### src/rtl/ps2_pkg.sv
// Shared PS/2 definitions: receiver state encoding, frame size and
// the scan codes the downstream keyboard FSM keys on.
package ps2_pkg;

    typedef enum logic [1:0] {
        ST_IDLE = 2'd0,
        ST_DPS  = 2'd1,
        ST_LOAD = 2'd2
    } ps2_state_t;

    // start + 8 data + parity + stop
    localparam int FRAME_BITS = 11;

    localparam logic [7:0] BRK_CODE = 8'hF0;
    localparam logic [7:0] EXT_CODE = 8'hE0;

endpackage

### src/rtl/ps2_clk_filter.sv
// Deglitcher for the raw PS/2 clock. The filtered level only moves once
// FILTER_LEN consecutive samples agree; fall_edge marks its 1->0 step.
module ps2_clk_filter #(
    parameter int FILTER_LEN = 8
) (
    input  logic clk,
    input  logic reset,
    input  logic ps2c,
    output logic fall_edge
);

    logic [FILTER_LEN-1:0] hist_q, hist_d;
    logic                  lvl_q, lvl_d;

    // Shift history and resolve the filtered level; hold while samples disagree.
    always_comb begin
        hist_d = {hist_q[FILTER_LEN-2:0], ps2c};
        lvl_d  = lvl_q;
        if (&hist_q)
            lvl_d = 1'b1;
        else if (~|hist_q)
            lvl_d = 1'b0;
        fall_edge = lvl_q & ~lvl_d;
    end

    // History and level registers; idle bus reads as all ones.
    always_ff @(posedge clk or posedge reset) begin
        if (reset) begin
            hist_q <= '1;
            lvl_q  <= 1'b1;
        end else begin
            hist_q <= hist_d;
            lvl_q  <= lvl_d;
        end
    end

endmodule

### src/rtl/ps2_frame_rx.sv
// PS/2 device-to-host frame receiver. Shifts one 11-bit frame per
// filtered falling edge of ps2c and presents the byte with rx_done_tick.
// Optional: define PS2_FRAME_CHECK_EN to reject frames with a bad stop
// bit or even parity (err_tick instead of rx_done_tick).
module ps2_frame_rx
    import ps2_pkg::*;
#(
    parameter int FILTER_LEN  = 8,
    parameter int TIMEOUT_CYC = 50000
) (
    input  logic       clk,
    input  logic       reset,
    input  logic       ps2d,
    input  logic       ps2c,
    input  logic       rx_en,
    output logic       rx_done_tick,
    output logic [7:0] dout,
    output logic       err_tick
);

    localparam int TW = (TIMEOUT_CYC > 2) ? $clog2(TIMEOUT_CYC) : 1;

    ps2_state_t            state_q, state_d;
    logic [3:0]            cnt_q, cnt_d;
    logic [FRAME_BITS-1:0] shift_q, shift_d;
    logic [TW-1:0]         tmo_q, tmo_d;
    logic [7:0]            dout_q, dout_d;
    logic                  done_q, done_d;
    logic                  err_q, err_d;

    logic                  fall_edge;
    logic [FRAME_BITS-1:0] shift_in;
    logic                  frame_ok;
    logic                  unused_start;

    ps2_clk_filter #(.FILTER_LEN(FILTER_LEN)) u_filt (
        .clk       (clk),
        .reset     (reset),
        .ps2c      (ps2c),
        .fall_edge (fall_edge)
    );

    // Start bit is only a framing marker; it is never read back.
    assign unused_start = shift_q[0];

    // Frame as it will look once the current ps2d bit is shifted in at the MSB.
    always_comb begin
        shift_in = {ps2d, shift_q[FRAME_BITS-1:1]};
`ifdef PS2_FRAME_CHECK_EN
        frame_ok = shift_in[10] & (^shift_in[9:1]);
`else
        frame_ok = 1'b1;
`endif
    end

    // Next-state, shifter, timeout and output pulses. dout and the ticks are
    // computed at the stop-bit edge so they appear registered in the load cycle.
    always_comb begin
        state_d = state_q;
        cnt_d   = cnt_q;
        shift_d = shift_q;
        tmo_d   = '0;
        dout_d  = dout_q;
        done_d  = 1'b0;
        err_d   = 1'b0;
        case (state_q)
            ST_IDLE: begin
                if (fall_edge && rx_en && !ps2d) begin
                    shift_d = shift_in;
                    cnt_d   = 4'd9;
                    state_d = ST_DPS;
                end
            end
            ST_DPS: begin
                if (fall_edge) begin
                    shift_d = shift_in;
                    if (cnt_q == 4'd0) begin
                        state_d = ST_LOAD;
                        if (frame_ok) begin
                            done_d = 1'b1;
                            dout_d = shift_in[8:1];
                        end else begin
                            err_d  = 1'b1;
                        end
                    end else begin
                        cnt_d = cnt_q - 4'd1;
                    end
                end else if (tmo_q == TW'(TIMEOUT_CYC - 1)) begin
                    state_d = ST_IDLE;
                    err_d   = 1'b1;
                end else begin
                    tmo_d = tmo_q + TW'(1);
                end
            end
            ST_LOAD: state_d = ST_IDLE;
            default: state_d = ST_IDLE;
        endcase
    end

    // State and datapath registers.
    always_ff @(posedge clk or posedge reset) begin
        if (reset) begin
            state_q <= ST_IDLE;
            cnt_q   <= 4'd0;
            shift_q <= '1;
            tmo_q   <= '0;
            dout_q  <= 8'h00;
            done_q  <= 1'b0;
            err_q   <= 1'b0;
        end else begin
            state_q <= state_d;
            cnt_q   <= cnt_d;
            shift_q <= shift_d;
            tmo_q   <= tmo_d;
            dout_q  <= dout_d;
            done_q  <= done_d;
            err_q   <= err_d;
        end
    end

    assign rx_done_tick = done_q;
    assign err_tick     = err_q;
    assign dout         = dout_q;

endmodule

### config.mk
export PLATFORM = sky130hd
export DESIGN_NAME = ps2_frame_rx
export DESIGN_NICKNAME = d
export VERILOG_FILES = /design/src/rtl/ps2_pkg.sv /design/src/rtl/ps2_clk_filter.sv /design/src/rtl/ps2_frame_rx.sv
export SDC_FILE = /design/constraint.sdc
export NUM_CORES = 1
export LEC_CHECK = 0
export BUFFER_PORTS_ARGS = -buffer_cell sky130_fd_sc_hd__buf_2
export CAP_MARGIN = 20
export CORE_ASPECT_RATIO = 0.6
export CORE_MARGIN = 4
export CORE_UTILIZATION = 43
export DETAILED_ROUTE_END_ITERATION = 6
export MAX_ROUTING_LAYER = met4
export SLEW_MARGIN = 20
export SYNTH_ARGS = -nofsm -noshare
export SYNTH_HDL_FRONTEND = slang
export SYNTH_HIERARCHICAL = 1
export SYNTH_SLANG_ARGS = --single-unit
### constraint.sdc
create_clock -name clk -period 1.84 [get_ports clk]
set_input_delay 0.552 -clock clk [delete_from_list [all_inputs] [get_ports clk]]
set_output_delay 0.552 -clock clk [all_outputs]
set_load 0.005 [all_outputs]
# Yosys cells after proc, flatten, opt, wreduce, memory -nomap -nowiden
# Cells that the tools add are included.
[word_totals] output_inout_bits=10 input_bits=5 ff_bits=52 word_cells=55
[classes] addsub=2 eq_ne=7 n_bitwise=2 reduce_logical=12 muxes=23
[op_table] cell="$mux 16" count=3
[op_table] cell="$mux 11" count=2
[op_table] cell="$pmux 11 s2" count=1
[op_table] cell="$add 16x1->16 const B" count=1
[op_table] cell="$eq 16x16->1 const B" count=1
[op_table] cell="$mux 4" count=3
[op_table] cell="$reduce_and 3->1" count=3
[op_table] cell="$mux 1" count=8
[op_table] cell="$mux 2" count=4
[op_table] cell="$pmux 4 s2" count=1
[op_table] cell="$reduce_and 8->1" count=1
[op_table] cell="$reduce_or 8->1" count=1
[op_table] cell="$ne 2x2->1 const B" count=3
[op_table] cell="$ne 3x3->1 const B" count=2
[op_table] cell="$logic_not 4->1" count=1
[op_table] cell="$pmux 2 s2" count=1
[op_table] cell="$reduce_and 4->1" count=1
[op_table] cell="$sub 4x1->4 const B" count=1
[op_table] cell="$eq 2x1->1 const B" count=1
[op_table] cell="$logic_and 1x1->1" count=2
[op_table] cell="$logic_not 2->1" count=1
[op_table] cell="$reduce_bool 2->1" count=1
[op_table] cell="$and 1x1->1" count=1
[op_table] cell="$logic_not 1->1" count=1
[op_table] cell="$not 1->1" count=1

# Logic depth before layout (Yosys ltp)
# Gate-level depths: netlist of run 1.
[logic_depth] word_depth=9 mapped_depth=7 mapped_depth_nobuf=6

# By module
# The synthesis of run 1 kept the hierarchy.
[by_module_without_submodules] module="ps2_frame_rx" area_each_um2=1914.3 instances=1 cells_each=178 seq_area_each_um2=1037.2
[by_module_without_submodules] module="ps2_clk_filter" area_each_um2=296.5 instances=1 cells_each=17 seq_area_each_um2=236.5

# Worst setup path before layout of run 1
# Ideal clock, no wire load.
[synth_timing] path_type="register to register" startpoint="register u_filt.hist_q[1]" endpoint="register cnt_q[2]" path_buffers=1 setup_ns=0.130 period_less_slack_ns=1.670 path_slack_ns=0.170 stages_incl_launch_ff=8 required_time_ns=1.710 arrival_time_ns=1.540 cell_sequence="dfstp_2 nor4_2 and3_1 nand2b_1 o21bai_1 buf_2 o21ai_0 o31ai_1"
[synth_between] elab_chain_len=9 elab_cells_between_ends=11 classes_between="eq/ne (2); mux (2); bitwise (2); reduce/logical (5)"
[synth_rtl] item="start, declared" line_no="ps2_clk_filter.sv:12" source="logic [FILTER_LEN-1:0] hist_q, hist_d;"
[synth_rtl] item="start signal, assigned" line_no="ps2_clk_filter.sv:32" source="hist_q <= hist_d;"
[synth_rtl] item="$reduce_or 8->1" line_no="ps2_clk_filter.sv:21" source="else if (~|hist_q)"
[synth_rtl] item="$mux 1" line_no="ps2_clk_filter.sv:21"
[synth_rtl] item="$mux 1 *" line_no="ps2_clk_filter.sv:19" source="if (&hist_q)"
[synth_rtl] item="$not 1->1 *" line_no="ps2_clk_filter.sv:23" source="fall_edge = lvl_q & ~lvl_d;"
[synth_rtl] item="$and 1x1->1 *" line_no="ps2_clk_filter.sv:23"
[synth_rtl] item="via fall_edge" line_no="ps2_frame_rx.sv:31" source="logic fall_edge;"
[synth_rtl] item="$logic_and 1x1->1 (2 in a row)" line_no="ps2_frame_rx.sv:68" source="if (fall_edge && rx_en && !ps2d) begin"
[synth_rtl] item="$ne 2x2->1 (no line)"
[synth_rtl] item="$reduce_and 4->1 (no line) *"
[synth_rtl] item="end signal, assigned" line_no="ps2_frame_rx.sv:112" source="cnt_q <= cnt_d;"
[synth_rtl] item="end, declared" line_no="ps2_frame_rx.sv:24" source="logic [3:0] cnt_q, cnt_d;"
# Mark *: on every way through the listed nets, which the timed path passes. The rest lies on a longest branch.
# A chain may end at the register's enable or synchronous reset.

# Worst setup path after layout of run 1
[layout_timing] startpoint="register u_filt.hist_q[2]" endpoint="register cnt_q[1]"
# The elaborated chain is that of the path after synthesis.

==> results by group, run 1 <==
Run status
  – Status: completed

Min path
  – HP Class: in -> reg
  – Hold path cells: 1
  – Hold_sp: ps2c

Detailed routing
  – Routed WL: between 3000 and 4000 µm
  – Drt wl/cell: 14.0 µm
  – Remaining design rule violation count: 0
  – Via density: 5.13
  – Via count: 1451
  – Final ANT Viol Nets: 0
  – TritonRoute pass-1 iters: 5
  – Iter 0 DRT Violations: 49

Clock network
  – Clk Latency, worst-skew pair: 0.30 ns
  – Num Clock Sinks: 50
  – H-Tree Depth: 2
  – Clk slew on worst S/H paths: 0.09 ns
  – Clock Path Buffers: 2
  – CTS tree: yes
  – Root Buffer: clkbuf_8
  – Num CTS Buffers: 5

Synthesis
  – Post-synthesis cell count: approximately 200
  – FF+latch count, synth: 50
  – Largest area contributor in the netlist: dfrtp_1
  – Share of flip-flops with an asynchronous set or reset: 1.00
  – Synth top area share: 0.362
  – Avg Inst Size Synth: approximately 11 µm²
  – Post-synthesis sequential area ratio: 0.576
  – Most common cell in the netlist: nand2_1
  – Mapped Area: about 2200 µm²
  – Synth top cells by count: 34 x nand2_1, 32 x dfrtp_1, 19 x nor2_1, 18 x dfstp_2, 10 x xnor2_1
  – Syn_nets: a little over 200
  – EDFF count, synth: 0
  – Top cells by area, synth: dfrtp_1 36%, dfstp_2 21%, nand2_1 5.8%
  – Main synth FF type: dfrtp_1
  – YS warnings: 6
  – Cell variety after synth: 42

STA
  – Max_slew headroom: 0.664
  – Slew Viols, Final: 0
  – Skew final: a little over 0.008 ns
  – Hold Fails Final Rpt: 0
  – Final period util: 0.949
  – Fin crit period: ~1.7 ns
  – Final setup vio count: 0
  – Pin slew with the least headroom to its limit: between 0.5 and 0.6 ns
  – Max Fclk: about 570 MHz

Die
  – # IOs: 15
  – Die height: 63.5 µm
  – Die X: roughly 100 µm
  – Num rows: 19
  – Die ar.: about 6400 µm²
  – Core Area: 4750 µm²
  – Initial Utilization: 0.465

Setup path
  – Worst endpoint data arrival time: slightly below 2 ns
  – Crit path depth: 6
  – CP endpoint kind: register
  – CP bufs+invs: 0
  – Crit path from: u_filt/hist_q[2]
  – CP delay by family, top: compound AO/OA/AOI/OAI gates
  – Worst reg2reg path depth: 6
  – Crit-path cells: nor4_4 -> and3_4 -> nand2b_1 -> o21bai_4 -> o41ai_2 -> a22o_1
  – Worst setup SP type: register
  – Worst r2r src: u_filt/hist_q[2]
  – Largest stage delay, worst path: roughly 0.40 ns
  – Max FO, Critical Path: 4
  – Required @ worst endpoint: ~2.1 ns
  – Worst path slowest cell: dfstp_2
  – Setup CP Type: reg -> reg

Finish
  – Post-Layout Inst Area: around 2600 µm²
  – Antenna cells: 0
  – Area grow syn2layout: 16.9%
  – Fin nets: between 200 and 250
  – Final Core Density: 0.543
  – Share of cells above drive strength 1: 0.341
  – Filler cell count: roughly 450

Global routing
  – Aggregate global routing overflow: 0
  – Global-route wire length before repair: slightly below 7000 µm
  – Vias in the first global route: ~1400
  – Initial antenna violation count: 0
  – Tot GR Track Use: 0.140
  – Pin count of the biggest net entering global routing: 42

Power and ir drop
  – Leakage Power: ~1.2 nW
  – Logic pwr share: 0.161
  – Power consumption: around 2.5 mW
  – Worst vdd ir: between 0.4 and 0.5 mV
  – Power density cells: a little under 1000 nW/µm²
  – Share of power burned in registers: 0.534
  – Net Sw Power: approximately 0.72 mW
  – Switch share: 0.283
  – Clock share of power: 0.305
  – Int Pwr: ~1.8 mW

Place
  – GP Congestion: between 0.8 and 0.9
  – I/O Buffers: 14
  – Placed Instance Area: around 2400 µm²
  – Detail Placement HPWL: 2810 µm

Job
  – Max-Cap Viols: 0
==> cells by family (layout without fill, tap and decap cells) <==
family | Yosys count | in the layout | share of synthesized area
DFF | 50 | 50 | 0.576
AOI/OAI and AO/OA | 13 | 13 | 0.0396
muxes | 8 | 8 | 0.0407
buffers and inverters | 12 | 37 | 0.0283
adders and majority gates | 3 | 3 | 0.0170
xor gates and xnor gates | 14 | 14 | 0.0555
and+or+nand+nor | 95 | 95 | 0.243
==> power groups by stage <==
stage	sequential, mW	combinational [mW]	clock, mW
4_1_cts	1.35	0.395	0.800
2_1_floorplan	1.33	0.311	0
6_report	1.35	0.407	0.770
5_1_grt	1.37	0.465	0.850
3_3_place_gp	1.36	0.376	0
3_5_place_dp	1.37	0.392	0
==> metal layers <==
metal / vias up / global-route usage / routed length [µm]
met1: 708 / 0.201 / 1980
met4: 0 / 0.0403 / 46
li1: 706 / - / -
met5: - / - / 0
met3: 7 / 0.0397 / 184
met2: 30 / 0.193 / 1760
==> worst paths after layout <==
check                                         to  slack [ns]
worst max-delay path                    cnt_q[1]        0.09
min in group asynchronous               tmo_q[4]        0.36
worst max register to register          cnt_q[1]        0.09
worst min-delay path            u_filt/hist_q[0]        0.34
max in group asynchronous             shift_q[7]        1.10
worst min register to register  u_filt/hist_q[7]        0.40
==> timing repair <==
action                                  in CTS  in global routing
pin swaps                                    0                  3
endpoints found under the setup margin       2                 11
buffers inserted                             0                  2
resized for setup                            1                 12
hold buffers                                 0                  0
==> worst reg2reg max path, delay by kind of cell, from the launching register on <==
| family | cells | cell delay [ns] |
|---|---|---|
| AND/OR/NAND/NOR | 3 | 0.63 |
| flip-flops | 1 | 0.40 |
| AO/OA/AOI/OAI | 3 | 0.66 |
==> flip-flops by register name, summed over array words and instances, names as in the netlist <==
register,count
dout,8
u_filt/lvl_q,1
cnt_q,4
err_tick,1
u_filt/hist_q,8
shift_q,9
rx_done_tick,1
tmo_q,16
state_q,2
==> layout make-up <==
class | instances | area (µm²) | area share
tap | 63 | 78.8 | 0.0305
timing repair buffer | 22 | 159 | 0.0615
multi-input combinational | 133 | 933 | 0.361
clock buffer | 5 | 68.8 | 0.0266
inverter | 7 | 26.3 | 0.0102
sequential | 50 | 1270 | 0.493
clock inverter | 3 | 43.8 | 0.0169
==> metrics by stage <==
stage	setup TNS (ns)	setup WS (ns)	std cells	hold slack, ns
3_3_place_gp	0	0.0839	273	0.368
5_1_grt	-0.0151	-0.0116	283	0.311
3_5_place_dp	0	0.0161	273	0.373
6_report	0	0.0942	283	0.336
2_1_floorplan	0	0.170	195	0.366
4_1_cts	0	0.0141	281	0.325
==> layout by cell type, fill, tap and decap left out, types with 2 or more instances in the layout <==
cell type / instances
nor2_1: 18
buf_4: 5
xor2_1: 4
mux2_2: 6
a21oi_1: 3
nor4_2: 3
clkbuf_8: 5
xnor2_1: 10
nand3_1: 4
nand2b_1: 3
nor4_4: 2
dfrtp_1: 32
and3_1: 2
nor3_1: 6
nor2b_1: 2
mux2_1: 2
buf_12: 2
buf_2: 14
nand2_1: 34
nor2_2: 3
nand4_1: 5
dfstp_2: 18
ha_1: 3
inv_1: 7
No activity file was read; power rests on OpenSTA's default activity.
==> run 2: changes to the inputs <==
CORE_ASPECT_RATIO = 1.75   (was 0.6)
CORE_UTILIZATION = 55   (was 43)
PLACE_DENSITY = 0.74   (was unset)
RECOVER_POWER = 100   (was unset)
==> results by group, run 2 (synthesized netlist as in run 1, its figures left out) <==
Run status
  – Status: completed

STA
  – Max_slew headroom: 0.321
  – Hold Fails Final Rpt: 0
  – Final setup vio count: 0
  – Pin slew with the least headroom to its limit: roughly 1.0 ns
  – Slew Viols, Final: 0
  – Skew final: between 0.01 and 0.015 ns
  – Max Fclk: 569 MHz
  – RSZ-0062 raised after global routing: yes
  – Fin crit period: 1.76 ns
  – Final period util: 0.956

Setup path
  – Worst reg2reg path depth: 6
  – Reg-to-Reg End: cnt_q[2]
  – Worst path slowest cell: dfstp_2
  – Max FO, Critical Path: 5
  – Worst r2r src: u_filt/hist_q[1]
  – CP delay by family, top: simple AND/OR/NAND/NOR gates
  – Largest stage delay, worst path: about 0.40 ns
  – R2R Setup Slk: 0.08 ns
  – Crit-path cells: nor4_4 -> and3_4 -> nand2b_1 -> o21bai_2 -> buf_4 -> o31ai_1
  – CP endpoint kind: register
  – CP bufs+invs: 1
  – Setup CP Type: reg -> reg
  – Required @ worst endpoint: just over 2 ns
  – Worst setup SP type: register
  – Worst endpoint data arrival time: between 1.5 and 2 ns

Finish
  – Area grow syn2layout: 14.3%
  – Share of cells above drive strength 1: 0.327
  – Fin nets: approximately 230
  – Largest Register: tmo_q
  – Biggest regs: tmo_q: 16 flops, shift_q: 9 flops
  – Filler cell count: ~300
  – Most frequent cells in the layout: 34 x nand2_1, 32 x dfrtp_1, 19 x nor2_1, 18 x dfstp_2, 14 x buf_2
  – Leading cell type in the layout, fill and taps excluded: nand2_1
  – Final Core Density: 0.654
  – Antenna cells: 0
  – Final Instance Count excl. Fillers: approximately 270
  – Max reg flops: 16

Global routing
  – Aggregate global routing overflow: 0
  – Vias in the first global route: 1583
  – Tot GR Track Use: 0.182
  – Global-route wire length before repair: ~7000 µm
  – Pin count of the biggest net entering global routing: between 40 and 50
  – Initial antenna violation count: 0

Clock network
  – CTS tree: yes
  – Clk Latency, worst-skew pair: about 0.30 ns
  – Root Buffer: clkbuf_8
  – Num Clock Sinks: 50
  – H-Tree Depth: 2
  – Num CTS Buffers: 5
  – Clk slew on worst S/H paths: around 0.090 ns
  – Clock Path Buffers: 2

Job
  – Max-Cap Viols: 0

Detailed routing
  – TritonRoute pass-1 iters: 4
  – Final ANT Viol Nets: 0
  – Via density: ~5.4
  – Remaining design rule violation count: 0
  – Via count: 1460
  – Routed WL: slightly above 4000 µm
  – Iter 0 DRT Violations: 44
  – Drt wl/cell: roughly 15 µm

Min path
  – Hold path cells: 1
  – HP Class: in -> reg
  – Hold_sp: ps2c
  – Hold endpoint: u_filt/hist_q[0]

Place
  – GP Congestion: between 0.7 and 0.8
  – I/O Buffers: 14
  – Detail Placement HPWL: just under 3000 µm
  – Inst Count DP: around 260

Power and ir drop
  – Power density cells: about 1000 nW/µm²
  – Leakage Power: between 1 and 1.5 nW
  – Power consumption: 2.53 mW
  – Worst vdd ir: between 0.7 and 0.8 mV

Die
  – # IOs: 15
  – Die X: between 50 and 60 µm
  – Die height: just over 90 µm
  – Num rows: 30
  – Die ar.: between 5000 and 6000 µm²
  – Initial Utilization: 0.572
  – Core Area: 3870 µm²
run 2: cell types whose count changed in the layout (fill, tap and decap cells not counted), sizes merged:
cell / previous run / this run
inv: 8 / 7
buf: 22 / 21
clkbuf: 5 / 7
run 2: how the worst max path moves through the flow:
stage                           startpoint  endpoint  slack, ns  cells after the start
after CTS                 u_filt/hist_q[1]  cnt_q[2]       0.01                      7
after global placement    u_filt/hist_q[1]   dout[3]       0.15                      5
final                     u_filt/hist_q[1]  cnt_q[2]       0.08                      6
after floorplan           u_filt/hist_q[1]  cnt_q[2]       0.17                      7
after global routing      u_filt/hist_q[1]  cnt_q[2]      -0.01                      6
after detailed placement  u_filt/hist_q[1]  cnt_q[1]      -0.04                      6
run 2: what timing repair did:
item,in CTS,in global routing
setup endpoints to repair,2,10
resized for setup,2,6
hold buffers,0,0
pin swaps,1,3
setup buffers,1,0
gates cloned,0,0
run 2: per-layer routing:
layer,GRT usage,vias to the layer above,wire length [µm]
met5,-,-,0
met3,0.0366,8,115
li1,-,707,-
met4,0.0713,0,89
met2,0.314,21,2290
met1,0.204,724,1580
run 2: stage by stage:
step                hold slack, ns  area (µm²)  worst slack, ns  TNS [ns]
floorplan                    0.366        2210            0.170         0
global placement             0.367        2380            0.153         0
detailed placement           0.376        2380          -0.0416   -0.0505
CTS                          0.336        2520           0.0105         0
global route                 0.341        2530          -0.0113   -0.0113
finish                       0.351        2530           0.0811         0
run 2: layout make-up:
cell class                 instances  area (µm²)  area share
clock buffer                       6        72.6      0.0287
sequential                        50        1270       0.504
inverter                           7        26.3      0.0104
clock inverter                     2        37.5      0.0149
multi-input combinational        133         905       0.358
tap                               48        60.1      0.0238
timing repair buffer              22         153      0.0604
run 2: where the power goes:
part	internal [mW]	leakage [nW]	switching [mW]	total [mW]
combinational	0.195	0.477	0.217	0.412
sequential	1.21	0.608	0.149	1.36
clock	0.406	0.0514	0.353	0.759
total	1.81	1.14	0.719	2.53
